<file path="src/rtl/uart_autobaud_ctrl.sv">
// UART auto-baud controller: times the start bit of a 0x55 sync char and selects baud_sel.
// Optional macro AUTOBAUD_VERIFY_EN re-measures the next low pulse and requires the same code.
module uart_autobaud_ctrl #(
  parameter int unsigned CLK_FREQ       = 100_000_000,
  parameter int unsigned TIMEOUT_CYCLES = 200_000,
  parameter logic [3:0]  DEFAULT_SEL    = 4'd9
) (
  input  logic       clk,
  input  logic       arst_n,
  input  logic       rx,
  input  logic       start,
  input  logic       manual_en,
  input  logic [3:0] manual_sel,
  output logic [3:0] baud_sel,
  output logic       locked,
  output logic       busy,
  output logic       done,
  output logic       error
);

  localparam int unsigned CW       = 32;
  localparam int unsigned SW       = 4;
  localparam logic [SW-1:0] LAST_SEL = SW'(12);

  typedef enum logic [3:0] {
    IDLE,
    WAIT_HI,
    WAIT_FALL,
    MEASURE,
    SEARCH,
`ifdef AUTOBAUD_VERIFY_EN
    V_WAIT_FALL,
    V_MEASURE,
`endif
    DONE,
    ERR
  } state_t;

  state_t        state;
  logic          rx_meta;
  logic          rx_sync;
  logic [CW-1:0] cnt;
  logic [SW-1:0] idx;
  logic [SW-1:0] k_sel;
  logic [SW-1:0] cmp_sel_c;
  logic          hit_c;
  logic          timeout_c;

  // Nominal bit period in clk cycles for each baud code.
  function automatic logic [CW-1:0] bit_period(input logic [SW-1:0] k);
    case (k)
      4'd0:    bit_period = CW'(CLK_FREQ / 1200);
      4'd1:    bit_period = CW'(CLK_FREQ / 2400);
      4'd2:    bit_period = CW'(CLK_FREQ / 4800);
      4'd3:    bit_period = CW'(CLK_FREQ / 9600);
      4'd4:    bit_period = CW'(CLK_FREQ / 19200);
      4'd5:    bit_period = CW'(CLK_FREQ / 28800);
      4'd6:    bit_period = CW'(CLK_FREQ / 38400);
      4'd7:    bit_period = CW'(CLK_FREQ / 57600);
      4'd8:    bit_period = CW'(CLK_FREQ / 76800);
      4'd9:    bit_period = CW'(CLK_FREQ / 115200);
      4'd10:   bit_period = CW'(CLK_FREQ / 230400);
      4'd11:   bit_period = CW'(CLK_FREQ / 460800);
      4'd12:   bit_period = CW'(CLK_FREQ / 921600);
      default: bit_period = '0;
    endcase
  endfunction

  // +/-12.5% acceptance window around the nominal period.
  function automatic logic window_hit(input logic [CW-1:0] c, input logic [SW-1:0] k);
    logic [CW-1:0] p;
    logic [CW-1:0] tol;
    p   = bit_period(k);
    tol = p >> 3;
    window_hit = (c >= p - tol) && (c <= p + tol);
  endfunction

  always_comb begin
    cmp_sel_c = idx;
`ifdef AUTOBAUD_VERIFY_EN
    if (state != SEARCH) cmp_sel_c = k_sel;
`endif
    hit_c     = window_hit(cnt, cmp_sel_c);
    timeout_c = (cnt + CW'(1)) >= CW'(TIMEOUT_CYCLES);
  end

  // Two-flop synchroniser for the asynchronous rx pad.
  always_ff @(posedge clk or negedge arst_n) begin
    if (!arst_n) begin
      rx_meta <= 1'b1;
      rx_sync <= 1'b1;
    end else begin
      rx_meta <= rx;
      rx_sync <= rx_meta;
    end
  end

  always_ff @(posedge clk or negedge arst_n) begin
    if (!arst_n) begin
      state    <= IDLE;
      cnt      <= '0;
      idx      <= '0;
      k_sel    <= '0;
      baud_sel <= DEFAULT_SEL;
      locked   <= 1'b0;
      busy     <= 1'b0;
      done     <= 1'b0;
      error    <= 1'b0;
    end else begin
      done <= 1'b0;
      if (manual_en) begin
        // Manual override wins over any run in progress.
        state <= IDLE;
        busy  <= 1'b0;
        if (manual_sel <= LAST_SEL) begin
          baud_sel <= manual_sel;
          locked   <= 1'b1;
        end else begin
          error <= 1'b1;
        end
      end else begin
        case (state)
          IDLE: begin
            if (start) begin
              state <= WAIT_HI;
              busy  <= 1'b1;
              error <= 1'b0;
              cnt   <= '0;
            end
          end
          WAIT_HI: begin
            if (rx_sync) begin
              state <= WAIT_FALL;
              cnt   <= '0;
            end else if (timeout_c) begin
              state <= ERR;
            end else begin
              cnt <= cnt + CW'(1);
            end
          end
          WAIT_FALL: begin
            if (!rx_sync) begin
              state <= MEASURE;
              cnt   <= CW'(1);
            end else if (timeout_c) begin
              state <= ERR;
            end else begin
              cnt <= cnt + CW'(1);
            end
          end
          MEASURE: begin
            if (rx_sync) begin
              state <= SEARCH;
              idx   <= '0;
            end else if (timeout_c) begin
              state <= ERR;
            end else begin
              cnt <= cnt + CW'(1);
            end
          end
          SEARCH: begin
            if (hit_c) begin
              k_sel <= idx;
`ifdef AUTOBAUD_VERIFY_EN
              state <= V_WAIT_FALL;
              cnt   <= '0;
`else
              state <= DONE;
`endif
            end else if (idx == LAST_SEL) begin
              state <= ERR;
            end else begin
              idx <= idx + SW'(1);
            end
          end
`ifdef AUTOBAUD_VERIFY_EN
          V_WAIT_FALL: begin
            if (!rx_sync) begin
              state <= V_MEASURE;
              cnt   <= CW'(1);
            end else if (timeout_c) begin
              state <= ERR;
            end else begin
              cnt <= cnt + CW'(1);
            end
          end
          V_MEASURE: begin
            if (rx_sync) begin
              state <= hit_c ? DONE : ERR;
            end else if (timeout_c) begin
              state <= ERR;
            end else begin
              cnt <= cnt + CW'(1);
            end
          end
`endif
          DONE: begin
            baud_sel <= k_sel;
            locked   <= 1'b1;
            done     <= 1'b1;
            busy     <= 1'b0;
            state    <= IDLE;
          end
          ERR: begin
            error <= 1'b1;
            done  <= 1'b1;
            busy  <= 1'b0;
            state <= IDLE;
          end
          default: state <= IDLE;
        endcase
      end
    end
  end

endmodule
</file>
<file path="config.mk">
export PLATFORM = sky130hd
export DESIGN_NAME = uart_autobaud_ctrl
export DESIGN_NICKNAME = d
export VERILOG_FILES = /design/src/rtl/uart_autobaud_ctrl.sv
export SDC_FILE = /design/constraint.sdc
export NUM_CORES = 1
export LEC_CHECK = 0
export CORE_UTILIZATION = 58
export CTS_CLUSTER_SIZE = 25
export DETAILED_ROUTE_END_ITERATION = 16
export GPL_TIMING_DRIVEN = 0
export PLACE_DENSITY = 0.87
export SETUP_SLACK_MARGIN = 0.1
export SLEW_MARGIN = 20
export SYNTH_ARGS = -nofsm -noshare
export SYNTH_HDL_FRONTEND = slang
export SYNTH_SLANG_ARGS = --single-unit
</file>
<file path="constraint.sdc">
create_clock -name clk -period 5.4 [get_ports clk]
set_input_delay 1.62 -clock clk [delete_from_list [all_inputs] [get_ports clk]]
set_output_delay 1.62 -clock clk [all_outputs]
set_load 0.02 [all_outputs]
</file>
==> key figures <==
Synth
  • Adder-cell area share of the yosys netlist: a little under a fifth
  • Post-synth EDFFs: 0
  • Largest area contributor in the netlist: dfrtp_1
  • Most frequent cells after synthesis: ha_1 (88), nand2_1 (57), nor2_1 (51), dfrtp_1 (50), a21oi_1 (46)
  • Synth Area in Compound Gates: 22.99%
  • Asr flop ratio synth: between 90% and 100%
  • Mapped Nets: between 800 and 900
  • Synth top area cells: dfrtp_1 (20%), ha_1 (18%), a21oi_1 (3.7%)
  • Syn Area/Cell: roughly 8.2 µm²
  • Yosys reg bits: 54
  • Sequential element share of the synthesized area: 21.90%
  • Main combinational cell family by area after synthesis: simple AND/OR/NAND/NOR gates
  • Post-synth top area share: about 20%
  • Mapped cell area: approximately 6200 µm²
  • Synthesized instance count: 753
  • Distinct cells, synth: 83
  • Mux cell area share after synthesis: 2.929%
  • Top FF cell, synth: dfrtp_1
  • Top-count cell post-synth: ha_1
  • Yosys warnings: 0
  • Xor/xnor cell area share of the yosys netlist: 4.525%
  • Simple-gate area share of the yosys netlist: 23.94%

Timing
  • RSZ-0062 raised after global routing: true
  • Post-route setup slack: -0.3980 ns
  • Relative slew slack: approximately 36%
  • Final Max Slew Viols: 0
  • Setup-failing EPs final: 10
  • Tmin final: 5.798 ns
  • Slew @ Worst Pin: 0.9538 ns
  • Tcrit/Tclk final: 107.4%
  • Fin Clk Skew: 0.007811 ns
  • Total negative slack: -3.597 ns
  • Final hold viol count: 0
  • F_max: 172.5 MHz

Final layout
  • Sequential cell area: 1359 µm²
  • Nets: 930
  • Area of the multi-input gates: 5060 µm²
  • Post-route insts no fill: 968
  • Layout Area Growth over Synthesis: 23.56%
  • N_diodes: 0
  • Layout cells sized above 1: 23.68%
  • Fill cells: 682
  • Layout Utilization: between 70% and 80%

Floorplanning
  • Die Ht: 105.3 µm
  • Core area: 10320 µm²
  • Die Area: 11100 µm²
  • IO Pins: 17
  • Initial core utilization: 59.99%
  • Site row count: 37
  • Die width: 105.3 µm

Status
  • Status: finished with violations
  • Failing checks: negative setup slack

Clock tree
  • Clock Tree Buf Depth: 2
  • TritonCTS clock tree: yes
  • Worst-Skew Late Latency: about 0.33 ns
  • Clk root buf: clkbuf_8
  • Clk sinks: 54
  • CTS hold repair buffers: 0
  • Clock transition at path regs: roughly 0.10 ns
  • Num CTS Buffers: 5
  • H-tree levels: 2

Place
  • Placer Congestion: 0.9578
  • Post-Place Cells: 905
  • Estimated wirelength of the detail-placed design: 12860 µm
  • Port bufs: 16
  • DP Worst Slack: -1.030 ns

Worst setup path
  • Crit. Startpoint: cmp_sel_c[0]
  • Critical Path RT: 5.62 ns
  • Critical-path maximum fanout: 5
  • R2R Path Start: cmp_sel_c[0]
  • Setup CP Type: flop to flop
  • Endpoint type of the worst setup path: flop
  • Worst EP arrival: 6.02 ns
  • CP Launch Type: flop

Pwr
  • VDD IR-drop max: 0.1083 mV
  • Final Power: 913.2 µW
  • Power Dens Cells: 119.3 nW/µm²
  • P_leak: 3.443 nW

Global route
  • First-pass GRT wire length: 29930 µm
  • GR Overflow Total: 0
  • Overall Global Routing Usage: between 30% and 40%
  • Initial antenna violation count: 0
  • Number of global-route vias before repair: between 6000 and 7000
  • Pin count of the biggest net entering global routing: 55

Route
  • Vias per cell: 6.782
  • 1st-iter DRT viols: 548
  • Drc violations: 0
  • Via count: approximately 6600
  • DRT antenna net count: 0
  • DR pass1 iterations: 8
  • WL final: 20210 µm
  • Routed WL per cell: between 20 and 25 µm

Run
  • Max-cap viol count: 0

Min path
  • Worst Hold Launch: rx_meta
  • Worst hold path class: flop to flop
[timing repair]
| action | 4_1_cts | 5_1_grt |
|---|---|---|
| endpoints found under the setup margin | 10 | 10 |
| cloned | 0 | 0 |
| buffers inserted | 37 | 20 |
| gates resized for setup | 75 | 62 |
| pin swaps | 36 | 40 |
[critical path, cell delays in order (launching register included)]
cell,delay [ns]
dfrtp_2,0.41
buf_8,0.11
clkinvlp_4,0.12
buf_6,0.16
ha_4,0.16
mux4_2,0.54
ha_4,0.28
nor2b_4,0.13
o21ai_2,0.17
a21oi_2,0.10
o41a_1,0.49
a21oi_2,0.24
a2111oi_4,0.11
or3_4,0.45
nand3_4,0.09
xnor2_2,0.07
ha_2,0.20
a2111oi_4,0.43
o2111ai_2,0.18
o21ai_2,0.18
nand4_1,0.17
o21bai_4,0.27
nor3_4,0.29
mux2_4,0.34
[through the flow]
| stage | instance area [µm²] | hold WS [ns] |
|---|---|---|
| global route | 7652 | 0.3685 |
| CTS | 7287 | 0.3634 |
| global placement | 6594 | 0.3456 |
| floorplan | 6264 | 0.3452 |
| finish | 7652 | 0.3627 |
| detailed placement | 6591 | 0.3487 |
[kinds of logic (layout without fill, tap and decap cells)]
group	Yosys count	after routing
AND/OR/NAND/NOR	270	270
AO/OA/AOI/OAI	212	212
flip-flops	54	54
adder cells (fa/ha/maj)	90	90
other	1	1
buffers and inverters	78	157
XOR/XNOR	32	32
multiplexers	16	16
[layout make-up]
cell class / count / area share [%]
multi-input combinational: 621 / 66.12
sequential: 54 / 17.76
timing repair buffer: 73 / 8.012
buffer: 35 / 2.665
tap: 136 / 2.224
inverter: 41 / 2.093
clock buffer: 6 / 0.9483
clock inverter: 2 / 0.1799
[cell usage in the layout (no fill, tap or decap), drive strengths merged, types with 5 or more instances in the layout]
master	n
clkbuf	26
mux2i	8
nand4	28
and3	9
xor2	11
mux2	7
nor4	13
nand2	57
a31oi	12
buf	73
or3	6
a21o	18
o31ai	5
and4	5
o211ai	8
clkdlybuf4s50	15
inv	40
nand3	18
a211oi	11
o41ai	5
dfrtp	50
nor3	23
o21bai	10
xnor2	21
o22ai	6
o21ai	43
nor2b	22
o2111ai	6
o21a	5
a21oi	47
ha	88
nor2	53
and2	6
nand2b	16
[path summary, 6_finish.rpt]
check	end	slack, ns	cells after the start
max	k_sel[0]	-0.40	23
min	rx_sync	0.36	0
max reg2reg	k_sel[0]	-0.40	23
min reg2reg	rx_sync	0.36	0
max in group asynchronous	cmp_sel_c[0]	3.55	1
min in group asynchronous	cnt[11]	1.31	1
[registers in the layout (all words and copies together) (netlist names)]
register	flops
busy	1
done	1
cnt	32
baud_sel	4
rx_sync	1
k_sel	4
locked	1
cmp_sel_c	4
rx_meta	1
state	4
error	1
[power by group]
group,switching [mW],internal [mW]
combinational,0.148,0.106
clock,0.147,0.0930
sequential,0.00664,0.413
[routing by layer]
layer  wire length (µm)  track usage (%)  vias up
li1                   -                -     2953
met1               7805            39.59     3151
met2              10000            59.77      343
met3               1290            5.009      118
met4               1110            15.59        0
met5                  0                0        -
Note: power is estimated with default switching activity, not from simulation.
